`src/rtl/clk_div_prog.sv`:
```
// Multi-channel runtime-programmable clock divider producing a divided clock and period tick per channel.
// Optional macro CLK_DIV_SYNC_EN enables the sync strobe that phase-aligns all channels.
module clk_div_prog #(
  parameter int unsigned CH = 2,
  parameter int unsigned W  = 8
) (
  input  logic              clk_in,
  input  logic              reset,
  input  logic [CH*W-1:0]   div,
  input  logic              sync,
  output logic [CH-1:0]     clk,
  output logic [CH-1:0]     tick
);

  localparam int unsigned WH = W + 1;

`ifndef CLK_DIV_SYNC_EN
  logic unused_sync;
  assign unused_sync = sync;
`endif

  for (genvar c = 0; c < CH; c++) begin : g_ch
    logic [W-1:0]  req;
    logic [W-1:0]  act_q, act_d;
    logic [W-1:0]  cnt_q, cnt_d;
    logic          clk_q, clk_d;
    logic          tick_q, tick_d;
    logic          wrap;
    logic [WH-1:0] h_cur;

    assign req   = div[c*W +: W];
    assign wrap  = (cnt_q == act_q - W'(1));
    assign h_cur = (WH'(act_q) + WH'(1)) >> 1;

    // Next-state: idle sampling, period wrap with ratio reload, or in-period count
    always_comb begin
      act_d  = act_q;
      cnt_d  = cnt_q;
      clk_d  = clk_q;
      tick_d = tick_q;
      if (act_q == '0) begin
        cnt_d  = '0;
        act_d  = req;
        clk_d  = (req != '0);
        tick_d = (req != '0);
      end else if (wrap) begin
        // phase 0 of any nonzero ratio is always in the high half
        act_d  = req;
        cnt_d  = '0;
        clk_d  = (req != '0);
        tick_d = (req != '0);
      end else begin
        cnt_d  = cnt_q + W'(1);
        clk_d  = (WH'(cnt_q + W'(1)) < h_cur);
        tick_d = 1'b0;
      end
`ifdef CLK_DIV_SYNC_EN
      if (sync) begin
        act_d  = req;
        cnt_d  = '0;
        clk_d  = (req != '0);
        tick_d = (req != '0);
      end
`endif
    end

    always_ff @(posedge clk_in or posedge reset) begin
      if (reset) begin
        act_q  <= '0;
        cnt_q  <= '0;
        clk_q  <= 1'b0;
        tick_q <= 1'b0;
      end else begin
        act_q  <= act_d;
        cnt_q  <= cnt_d;
        clk_q  <= clk_d;
        tick_q <= tick_d;
      end
    end

    assign clk[c]  = clk_q;
    assign tick[c] = tick_q;
  end

endmodule

```
`config.mk`:
```
export PLATFORM = sky130hd
export DESIGN_NAME = clk_div_prog
export DESIGN_NICKNAME = d
export VERILOG_FILES = /design/src/rtl/clk_div_prog.sv
export SDC_FILE = /design/constraint.sdc
export NUM_CORES = 1
export LEC_CHECK = 0
export CORE_AREA = 2 2 68 70
export CTS_CLUSTER_DIAMETER = 30
export CTS_CLUSTER_SIZE = 24
export DETAILED_ROUTE_END_ITERATION = 7
export DIE_AREA = 0 0 70 72
export GPL_ROUTABILITY_DRIVEN = 1
export GPL_TIMING_DRIVEN = 0
export PLACE_DENSITY = 0.95
export SLEW_MARGIN = 20
export SYNTH_ARGS = -nofsm -noshare
export SYNTH_HDL_FRONTEND = slang
export SYNTH_SLANG_ARGS = --single-unit
```
`constraint.sdc`:
```
create_clock -name clk_in -period 6.55 [get_ports clk_in]
set_input_delay 0.655 -clock clk_in [delete_from_list [all_inputs] [get_ports clk_in]]
set_output_delay 0.655 -clock clk_in [all_outputs]
set_load 0.01 [all_outputs]
```
==> results.sh <==
export IMPL_total_power_uw=1525
export IMPL_drt_wl_total_um=5741
export IMPL_synth_edf_count=0
export IMPL_synth_cells=272
export IMPL_grtUsageTotal=0.2478
export IMPL_drtPass1Iterations=5
export IMPL_max_stage_delay_ns=0.53
export IMPL_fillers=330
export IMPL_critPathKind="flip-flop to flip-flop"
export IMPL_yosys_warnings=0
export IMPL_final_common_cell="dfrtp_1"
export IMPL_grt_pass1_vias=2211
export IMPL_postCtsSetupRepairBufs=0
export IMPL_viasPerCell=6.042
export IMPL_cts_tree="built"
export IMPL_cp_cell_sequence="inv_1 > ha_1 > nor2b_1 > and3b_1 > o21ai_0 > or4_4 > nand2_1 > buf_4 > mux2_2"
export IMPL_max_clock_freq_mhz=365.7
export IMPL_pin_count=23
export IMPL_place_congestion=0.8525
export IMPL_slew_viol_final=0
export IMPL_syn_avg_cell_area_sq_um=9.642
export IMPL_num_vias=2133
export IMPL_ys_seq_area_frac=0.3435
export IMPL_drive_gt1_frac=0.1130
export IMPL_synth_distinct_cells=45
export IMPL_clk_latency_ns=0.29
export IMPL_post_drt_wl_per_cell_um=16.26
export IMPL_core_sq_um=4264
export IMPL_final_min_clock_period_ns=2.735
export IMPL_dp_hpwl_um=4246
export IMPL_cts_hold_buf=0
export IMPL_synth_top_area_frac=0.3435
export IMPL_n_antenna_cell=0
export IMPL_start_util=0.6150
export IMPL_grt_pass1_wl_um=9929
export IMPL_htree_levels=2
export IMPL_timing_hold_ws_ns=0.5519
export IMPL_setup_violations=0
export IMPL_pwr_density_cell_nw_per_um2=510.1
export IMPL_crit_path_top_delay_cell="or4_4"
export IMPL_die_w_um=70
export IMPL_route_met3_wl_um=219
export IMPL_cts_buffers_inserted=5
export IMPL_async_flop_share=1.000
export IMPL_routed_top_layer="met4"
export IMPL_clk_pin_slew_ns=0.07
export IMPL_clock_skew_ns=0.009304
export IMPL_fin_crit_sh=0.4175
export IMPL_required_ns=6.72
export IMPL_antenna_found_initial=0
export IMPL_critPathTopFamily="simple AND/OR/NAND/NOR gates"
export IMPL_rows=24
export IMPL_tightest_slew_ns=0.7443
export IMPL_ant_nets=0
export IMPL_drv_cap=0
export IMPL_area_growth_syn_to_layout_pct=14.03
export IMPL_critPathLaunchType="flip-flop"
export IMPL_status="completed"
export IMPL_cp_arrival_ns=2.90
export IMPL_fin_tns_setup_ns=0
export IMPL_grt_ovfl_total=0
export IMPL_met1Wirelength_um=2348
export IMPL_yosys_top_cells_area="dfrtp_1 34%, ha_1 10%, xor2_1 7.3%"
export IMPL_ctsRootBufferMaster="clkbuf_8"
export IMPL_timing_slew_headroom=0.5031
export IMPL_first_iter_violations=97
export IMPL_ctsLongestPathBuffers=2
export IMPL_end_kind="flip-flop"
export IMPL_drc=0
export IMPL_holdCritPathClass="flip-flop to flip-flop"
export IMPL_cts_sinks=36
export IMPL_ys_seq_elements=36
export IMPL_nets=341
export IMPL_dr_wl_met2_um=3055
export IMPL_yosysTopAreaCell="dfrtp_1"
export IMPL_ir_drop_mv=0.2696
export IMPL_synth_area_sq_um=2623
export IMPL_p_leak_uw=0.001306
export IMPL_critPathBufInv=2
export IMPL_rsz0062_at_grt="no"
export IMPL_post_cts_resized=0
export IMPL_path_max_fanout=10
export IMPL_die_height_um=72
export IMPL_syn_nets=313
export IMPL_final_cell_mix="36 x dfrtp_1, 22 x xor2_1, 22 x ha_1"
export IMPL_dieArea_sq_um=5040
export IMPL_synth_flop_cell="dfrtp_1"
export IMPL_hold_viol_final=0
export IMPL_port_buffers=21
export IMPL_grt_max_degree=37
## routing by layer
metal / track usage / up-vias
met5: 0 / -
met1: 0.2738 / 1035
li1: - / 1028
met3: 0.04306 / 12
met4: 0.1132 / 0
met2: 0.4656 / 58
## layout make-up
class                      instances  area [sq um]  area share
buffer                            20         123.9     0.04142
clock buffer                       6         82.58     0.02762
clock inverter                     2         10.01    0.003347
inverter                           9         33.78     0.01130
multi-input combinational        207          1564      0.5230
sequential                        36         900.9      0.3013
tap                               52         65.06     0.02176
timing repair buffer              21         210.2     0.07029
## cells by family after synthesis
logic type	share of synthesized area
AND/OR/NAND/NOR	0.2075
flip-flops	0.3435
AO/OA/AOI/OAI	0.1174
adder cells (fa/ha/maj)	0.1050
XOR/XNOR	0.1369
buffers and inverters	0.06011
multiplexers	0.02958
## Yosys cell counts, drive strengths merged (9+ instances only)
cell type and instances:
dfrtp 36, ha 22, xor2 22, xnor2 19, nor2 18, nand2 17
buf 15, nand3 15, a22o 12, and3 9, inv 9
## path summary, 6_finish.rpt
path                             startpoint          endpoint  slack (ns)  cells past startpoint
setup reg to reg           g_ch[0].act_q[0]  g_ch[0].act_q[0]        3.82                      9
max in group asynchronous             reset    g_ch[1].tick_q        5.26                      2
setup / recovery           g_ch[0].act_q[0]  g_ch[0].act_q[0]        3.82                      9
hold reg to reg            g_ch[1].cnt_q[0]  g_ch[1].cnt_q[0]        0.55                      1
hold / removal             g_ch[1].cnt_q[0]  g_ch[1].cnt_q[0]        0.55                      1
min in group asynchronous             reset  g_ch[0].act_q[1]        0.81                      2
## sequential cells by signal (all words and copies together) (netlist names)
| signal | cells |
|---|---|
| g_ch.clk_q | 2 |
| g_ch.cnt_q | 16 |
| g_ch.act_q | 16 |
| g_ch.tick_q | 2 |
## where the power goes
group	switching [uW]	leakage, uW	internal [uW]
sequential	111	0.000434	324
clock	80.2	0.0000510	84.0
combinational	481	0.000821	446
total	671	0.00131	854
## through the flow
stage	setup slack, ns	std cells	area (sq um)	utilization
2_1_floorplan	4.177	272	2623	-
5_1_grt	3.645	353	2990	0.7013
3_3_place_gp	3.952	345	2898	0.6796
3_5_place_dp	3.850	345	2898	0.6796
6_report	3.815	353	2990	0.7013
4_1_cts	3.821	353	2990	0.7013
Note: power is estimated with default switching activity, not from simulation.
